===== config.mk =====
export PLATFORM = sky130hd
export DESIGN_NAME = maze_path_player
export DESIGN_NICKNAME = d
export VERILOG_FILES = /design/src/rtl/maze_path_player.sv
export SDC_FILE = /design/constraint.sdc
export NUM_CORES = 1
export LEC_CHECK = 0
export CORE_MARGIN = 2
export CORE_UTILIZATION = 27
export CTS_BUF_LIST = sky130_fd_sc_hd__clkbuf_16
export DETAILED_ROUTE_END_ITERATION = 8
export GPL_TIMING_DRIVEN = 0
export PLACE_DENSITY = 0.44
export REMOVE_ABC_BUFFERS = 1
export SKIP_CTS_REPAIR_TIMING = 1
export SKIP_LAST_GASP = 1
export SLEW_MARGIN = 20
export SYNTH_ARGS = -nofsm -noshare
export SYNTH_HDL_FRONTEND = slang
export SYNTH_SLANG_ARGS = --single-unit

===== constraint.sdc =====
create_clock -name clk -period 4.9 [get_ports clk]
set_input_delay 1.225 -clock clk [delete_from_list [all_inputs] [get_ports clk]]
set_output_delay 1.225 -clock clk [all_outputs]
set_load 0.05 [all_outputs]

===== src/rtl/maze_path_player.sv =====
// Replays a solved maze path: drains the solver's direction stack into a LIFO
// buffer, then emits the moves start-to-goal over a valid/ready handshake.
module maze_path_player #(
  parameter int DEPTH = 256,
  parameter int LEN_W = 9
) (
  input  logic             clk,
  input  logic             RST,
  input  logic             start,
  input  logic             fs_empty,
  input  logic [1:0]       fs_data,
  output logic             fs_pop,
  output logic             move_valid,
  input  logic             move_ready,
  output logic [1:0]       Move,
  output logic [LEN_W-1:0] path_len,
  output logic             busy,
  output logic             done,
  output logic             ovf
);

  localparam int AW = (DEPTH > 1) ? $clog2(DEPTH) : 1;
  localparam logic [LEN_W-1:0] FULL = LEN_W'(DEPTH);

  typedef enum logic [2:0] {IDLE, POP, CAPTURE, PLAY, DONE, ERR} state_t;

  state_t           state, state_nxt;
  logic [LEN_W-1:0] wr_ptr, wr_nxt, len_nxt, rd_ptr;
  logic             start_q, start_rise;
  logic [1:0]       movebuf [DEPTH];

  assign start_rise = start & ~start_q;
  assign rd_ptr     = wr_ptr - LEN_W'(1);

  always_ff @(posedge clk or negedge RST) begin
    if (!RST) begin
      state    <= IDLE;
      wr_ptr   <= '0;
      path_len <= '0;
      start_q  <= 1'b0;
    end else begin
      state    <= state_nxt;
      wr_ptr   <= wr_nxt;
      path_len <= len_nxt;
      start_q  <= start;
    end
  end

  // Storage needs no reset; entries are only read below the write pointer.
  always_ff @(posedge clk) begin
    if (state == CAPTURE)
      movebuf[wr_ptr[AW-1:0]] <= fs_data;
  end

  always_comb begin
    state_nxt  = state;
    wr_nxt     = wr_ptr;
    len_nxt    = path_len;
    fs_pop     = 1'b0;
    move_valid = 1'b0;
    Move       = 2'b00;
    busy       = 1'b0;
    done       = 1'b0;
    ovf        = 1'b0;
    case (state)
      IDLE: begin
        if (start_rise) begin
          state_nxt = POP;
          wr_nxt    = '0;
          len_nxt   = '0;
        end
      end
      POP: begin
        busy = 1'b1;
        if (fs_empty) begin
          len_nxt   = wr_ptr;
          state_nxt = (wr_ptr == '0) ? DONE : PLAY;
        end else if (wr_ptr == FULL) begin
          len_nxt   = wr_ptr;
          state_nxt = ERR;
        end else begin
          fs_pop    = 1'b1;
          state_nxt = CAPTURE;
        end
      end
      CAPTURE: begin
        busy      = 1'b1;
        wr_nxt    = wr_ptr + LEN_W'(1);
        state_nxt = POP;
      end
      // Reading from the top of the buffer restores the original move order.
      PLAY: begin
        busy       = 1'b1;
        move_valid = 1'b1;
        Move       = movebuf[rd_ptr[AW-1:0]];
        if (move_ready) begin
          wr_nxt = rd_ptr;
          if (wr_ptr == LEN_W'(1))
            state_nxt = DONE;
        end
      end
      DONE, ERR: begin
        done = (state == DONE);
        ovf  = (state == ERR);
        if (start_rise) begin
          state_nxt = POP;
          wr_nxt    = '0;
          len_nxt   = '0;
        end
      end
      default: state_nxt = IDLE;
    endcase
  end

endmodule


==> run summary <==
==================================================================================================
Comb pwr share                                                                               0.451
Setup TNS                                                                               -0.9846 ns
Family of cells with the greatest summed delay on the critical path                   compound AO/OA/AOI/OAI gates
Post-DP HPWL                                                                              38080 um
Worst slack on hold paths                                                                0.5033 ns
NetSw                                                                                     6.269 mW
DRC                                                                                              0
Clock transition time at the flip-flop clock pins of the worst setup and hold paths        0.06 ns
Floorplan core area                                                                      82110 um2
Max-Slew Margin vs Limit                                                                    0.3646
Clk pwr share                                                                                0.239
Clock period minus final worst setup slack                                                5.411 ns
Maximum fanout along the worst path                                                              8
Yosys cell types                                                                                60
Endpoints failing setup                                                                          2
Logic depth of the worst setup path including buffers                                           16
Final Instance Count excl. Fillers                                                            2605
Reg-to-reg critical path startpoint                                                   state[1]$_DFFE_PN0P_
WHS Endpoint                                                                          path_len[5]$_DFFE_PN0P_
Sum of overflow across all layers after global routing                                           0
Slowest CP cell                                                                       sky130_fd_sc_hd__dfrtp_4
Syn Area/Cell                                                                            15.96 um2
Number of port buffers                                                                          22
Reg power frac                                                                               0.310
Total detailed-routing wirelength                                                         61790 um
Sw frac                                                                                     0.3633
Primary flip-flop cell chosen by synthesis mapping                                    sky130_fd_sc_hd__edfxtp_1
Effective utilization at floorplan                                                          0.2731
Worst hold-check path type                                                            register to register
CTS H-Tree Depth                                                                                 2
Wire length of the first global-routing pass                                              87950 um
Total of warnings raised by yosys                                                                0
Number of cells traversed by the worst register-to-register path                                 6
Reg2Reg Setup Slack                                                                        1.56 ns
Violated checks                                                                       negative setup slack
Die Y                                                                                     292.2 um
Post-Syn Area                                                                            22430 um2
Number of antenna repair diodes                                                                  0
Number of rows created at floorplan                                                            105
Setup CP Type                                                                         register to output port
Placed cell count                                                                             2445
Overall die width                                                                         292.2 um
Cell-by-cell listing of the critical path                                             clkinv_8 -> ha_4 -> xor2_4 -> clkbuf_16 -> buf_16 -> buf_16 -> buf_16 -> buf_16 -> mux2i_1 -> a32oi_1 -> a31oi_1 -> a211oi_2 -> or3b_4 -> a2111oi_4 -> o31ai_4 -> buf_6
Ratio of final minimum period to clock period                                                1.104
Total Routing Usage GR                                                                      0.1398
Maximum clock insertion buffer count                                                             3
Gate Count Post-Synth                                                                         1405
TritonCTS clock tree                                                                         built
I/O Pins                                                                                        23
Total number of clock tree sinks                                                               534
Internal power of the cells                                                               10.98 mW
Number of detailed-routing iterations run before antenna repair                                  5
Vias per inst                                                                                4.891
Number of max-slew violations in the final report                                                0
Status                                                                                complete, but fails checks
Number of max-cap violations                                                                     0
Least-Margin Pin Slew                                                                    0.9458 ns
Fmax                                                                                     184.8 MHz
Hold Vio Cnt, Final                                                                              0
Fill cells                                                                                    7862
Die Area                                                                                 85390 um2
Remaining number of nets flagged by the antenna check after routing                              0
Post-synth EDFFs                                                                               512
Net count, final                                                                              1501
Clock root buffer master                                                              sky130_fd_sc_hd__clkbuf_16
Proportion of layout cells with a drive suffix above 1                                      0.2319
Setup repair after global routing missed its margin                                           true
Clock network latency to the later pin of the worst-skew pair                              0.62 ns
Ratio of total power to cell area                                                     634.6 nW/um2
Async S/R FF share, synth                                                                  0.04120
Pin count of the biggest net entering global routing                                           127
Origin of the worst min-delay path                                                    path_len[5]$_DFFE_PN0P_
Buf+Inv Stages, Crit Path                                                                        7
Static leakage                                                                            8.535 nW
TritonCTS Buffers                                                                               59
Required @ worst endpoint                                                                  3.67 ns
Routed via count                                                                             12740
Post-synthesis sequential area ratio                                                        0.7101
Arrival time of data at the critical path endpoint                                         4.19 ns
Most used cell, CP                                                                    sky130_fd_sc_hd__buf_16
Detailed Route Iter0 Violations                                                               1097
Worst hold stages                                                                                1
Post-Route Skew                                                                         0.02507 ns
Reg-to-reg critical path endpoint                                                     movebuf[46][1]$_DFFE_PP_
Number of antenna violations at the first check in global routing                                3
Number of register bits inferred by synthesis                                                  534
Average wire per standard cell                                                            23.72 um
Final GP Congestion                                                                         0.7587
Number of global-route vias before repair                                                    13030
Final worst setup slack                                                                 -0.5108 ns
Slowest cell delay on critical path                                                        0.57 ns
Syn-to-layout area delta                                                                    21.22%
Maximum vdd ir drop                                                                       354.8 uV
Type of element capturing the critical path                                            output port
Worst Setup Start Kind                                                                    register
==================================================================================================
## per-stage QoR
stage | util | power (mW) | area (um2) | worst slack, ns
2_1_floorplan | - | 9.637 | 21990 | -7.490
3_3_place_gp | 0.2868 | 10.80 | 23550 | -15.40
3_5_place_dp | 0.3005 | 12.16 | 24670 | -2.319
4_1_cts | 0.3222 | 16.32 | 26460 | -3.014
5_1_grt | 0.3311 | 18.03 | 27190 | -0.6514
6_report | 0.3311 | 17.25 | 27190 | -0.5108
## cell usage after synthesis, drive strengths merged, types with 6 or more instances
cell type	count	area (um2)
nand2	117	439.2
buf	35	201.4
and3	7	45.05
nor2	285	1070
nor3	12	71.32
o21ai	13	65.06
xnor2	9	93.84
edfxtp	512	15370
nand3	39	195.2
nor2b	7	43.79
nand4	8	50.05
and2	6	37.54
a211oi	7	52.55
dfrtp	22	550.5
a21oi	30	153.9
clkbuf	64	240.2
mux4	126	2838
mux2i	18	180.2
a31oi	6	37.54
a22o	10	88.84
inv	9	33.78
## power by group through the flow
stage,logic (mW),clock network [mW],registers [mW]
2_1_floorplan,4.03,0,5.61
3_3_place_gp,5.12,0,5.68
3_5_place_dp,6.69,0,5.47
4_1_cts,6.71,4.24,5.37
5_1_grt,8.24,4.42,5.36
6_report,7.78,4.13,5.35
## layer usage
layer,up-vias,wire (um),global-route usage
met5,-,8,0
met4,2,1382,0.03847
met3,84,3253,0.02823
met2,324,29090,0.2222
met1,6737,28050,0.1948
li1,5595,-,-
## cells by family after synthesis
kind of cell               share of synthesized area
adders and majority gates                   0.002232
AOI/OAI and AO/OA                            0.03269
muxes                                         0.1351
xor gates and xnor gates                    0.006416
buffers and inverters                        0.02120
DFF                                           0.7101
and+or+nand+nor                              0.09233
## cell usage in the layout, fill, tap and decap left out, types with 7 or more instances in the layout
cell type	Yosys	routed
sky130_fd_sc_hd__clkdlybuf4s50_1	0	17
sky130_fd_sc_hd__dfrtp_1	22	16
sky130_fd_sc_hd__edfxtp_1	512	512
sky130_fd_sc_hd__buf_6	1	16
sky130_fd_sc_hd__nand3_2	0	11
sky130_fd_sc_hd__nor2b_1	7	7
sky130_fd_sc_hd__mux2i_1	18	18
sky130_fd_sc_hd__o21ai_0	13	13
sky130_fd_sc_hd__nor3_1	11	11
sky130_fd_sc_hd__nand4_1	8	8
sky130_fd_sc_hd__nor2_1	285	280
sky130_fd_sc_hd__inv_1	9	30
sky130_fd_sc_hd__mux4_2	126	126
sky130_fd_sc_hd__a21oi_1	29	28
sky130_fd_sc_hd__buf_8	0	7
sky130_fd_sc_hd__nand2_1	117	115
sky130_fd_sc_hd__a22o_1	9	9
sky130_fd_sc_hd__nand3_1	39	28
sky130_fd_sc_hd__buf_4	10	46
sky130_fd_sc_hd__clkinv_1	0	14
sky130_fd_sc_hd__clkbuf_16	0	67
sky130_fd_sc_hd__buf_16	0	25
## flip-flops by register name, indices dropped and copies added, names as in the netlist
| register | cells |
|---|---|
| start_q | 1 |
| state | 3 |
| wr_ptr | 9 |
| path_len | 9 |
| movebuf | 512 |
## layout make-up
class	count	area, um2	share of cell area
Clock inverter	47	311.5	0.01146
Clock buffer	59	1476	0.05431
Multi-Input combinational cell	763	6325	0.2326
Sequential cell	534	15940	0.5861
Timing Repair Buffer	123	1754	0.06452
Inverter	9	46.29	0.001703
Tap cell	1070	1339	0.04924
## how the worst max path moves through the flow
| stage | start | endpoint |
|---|---|---|
| after floorplan | wr_ptr[0]$_DFFE_PN0P_ | Move[1] |
| after CTS | wr_ptr[0]$_DFFE_PN0P_ | Move[0] |
| after global routing | wr_ptr[0]$_DFFE_PN0P_ | Move[1] |
| after global placement | wr_ptr[0]$_DFFE_PN0P_ | Move[1] |
| final | wr_ptr[0]$_DFFE_PN0P_ | Move[1] |
| after detailed placement | wr_ptr[0]$_DFFE_PN0P_ | Move[0] |
No activity file was read; power rests on OpenSTA's default activity.
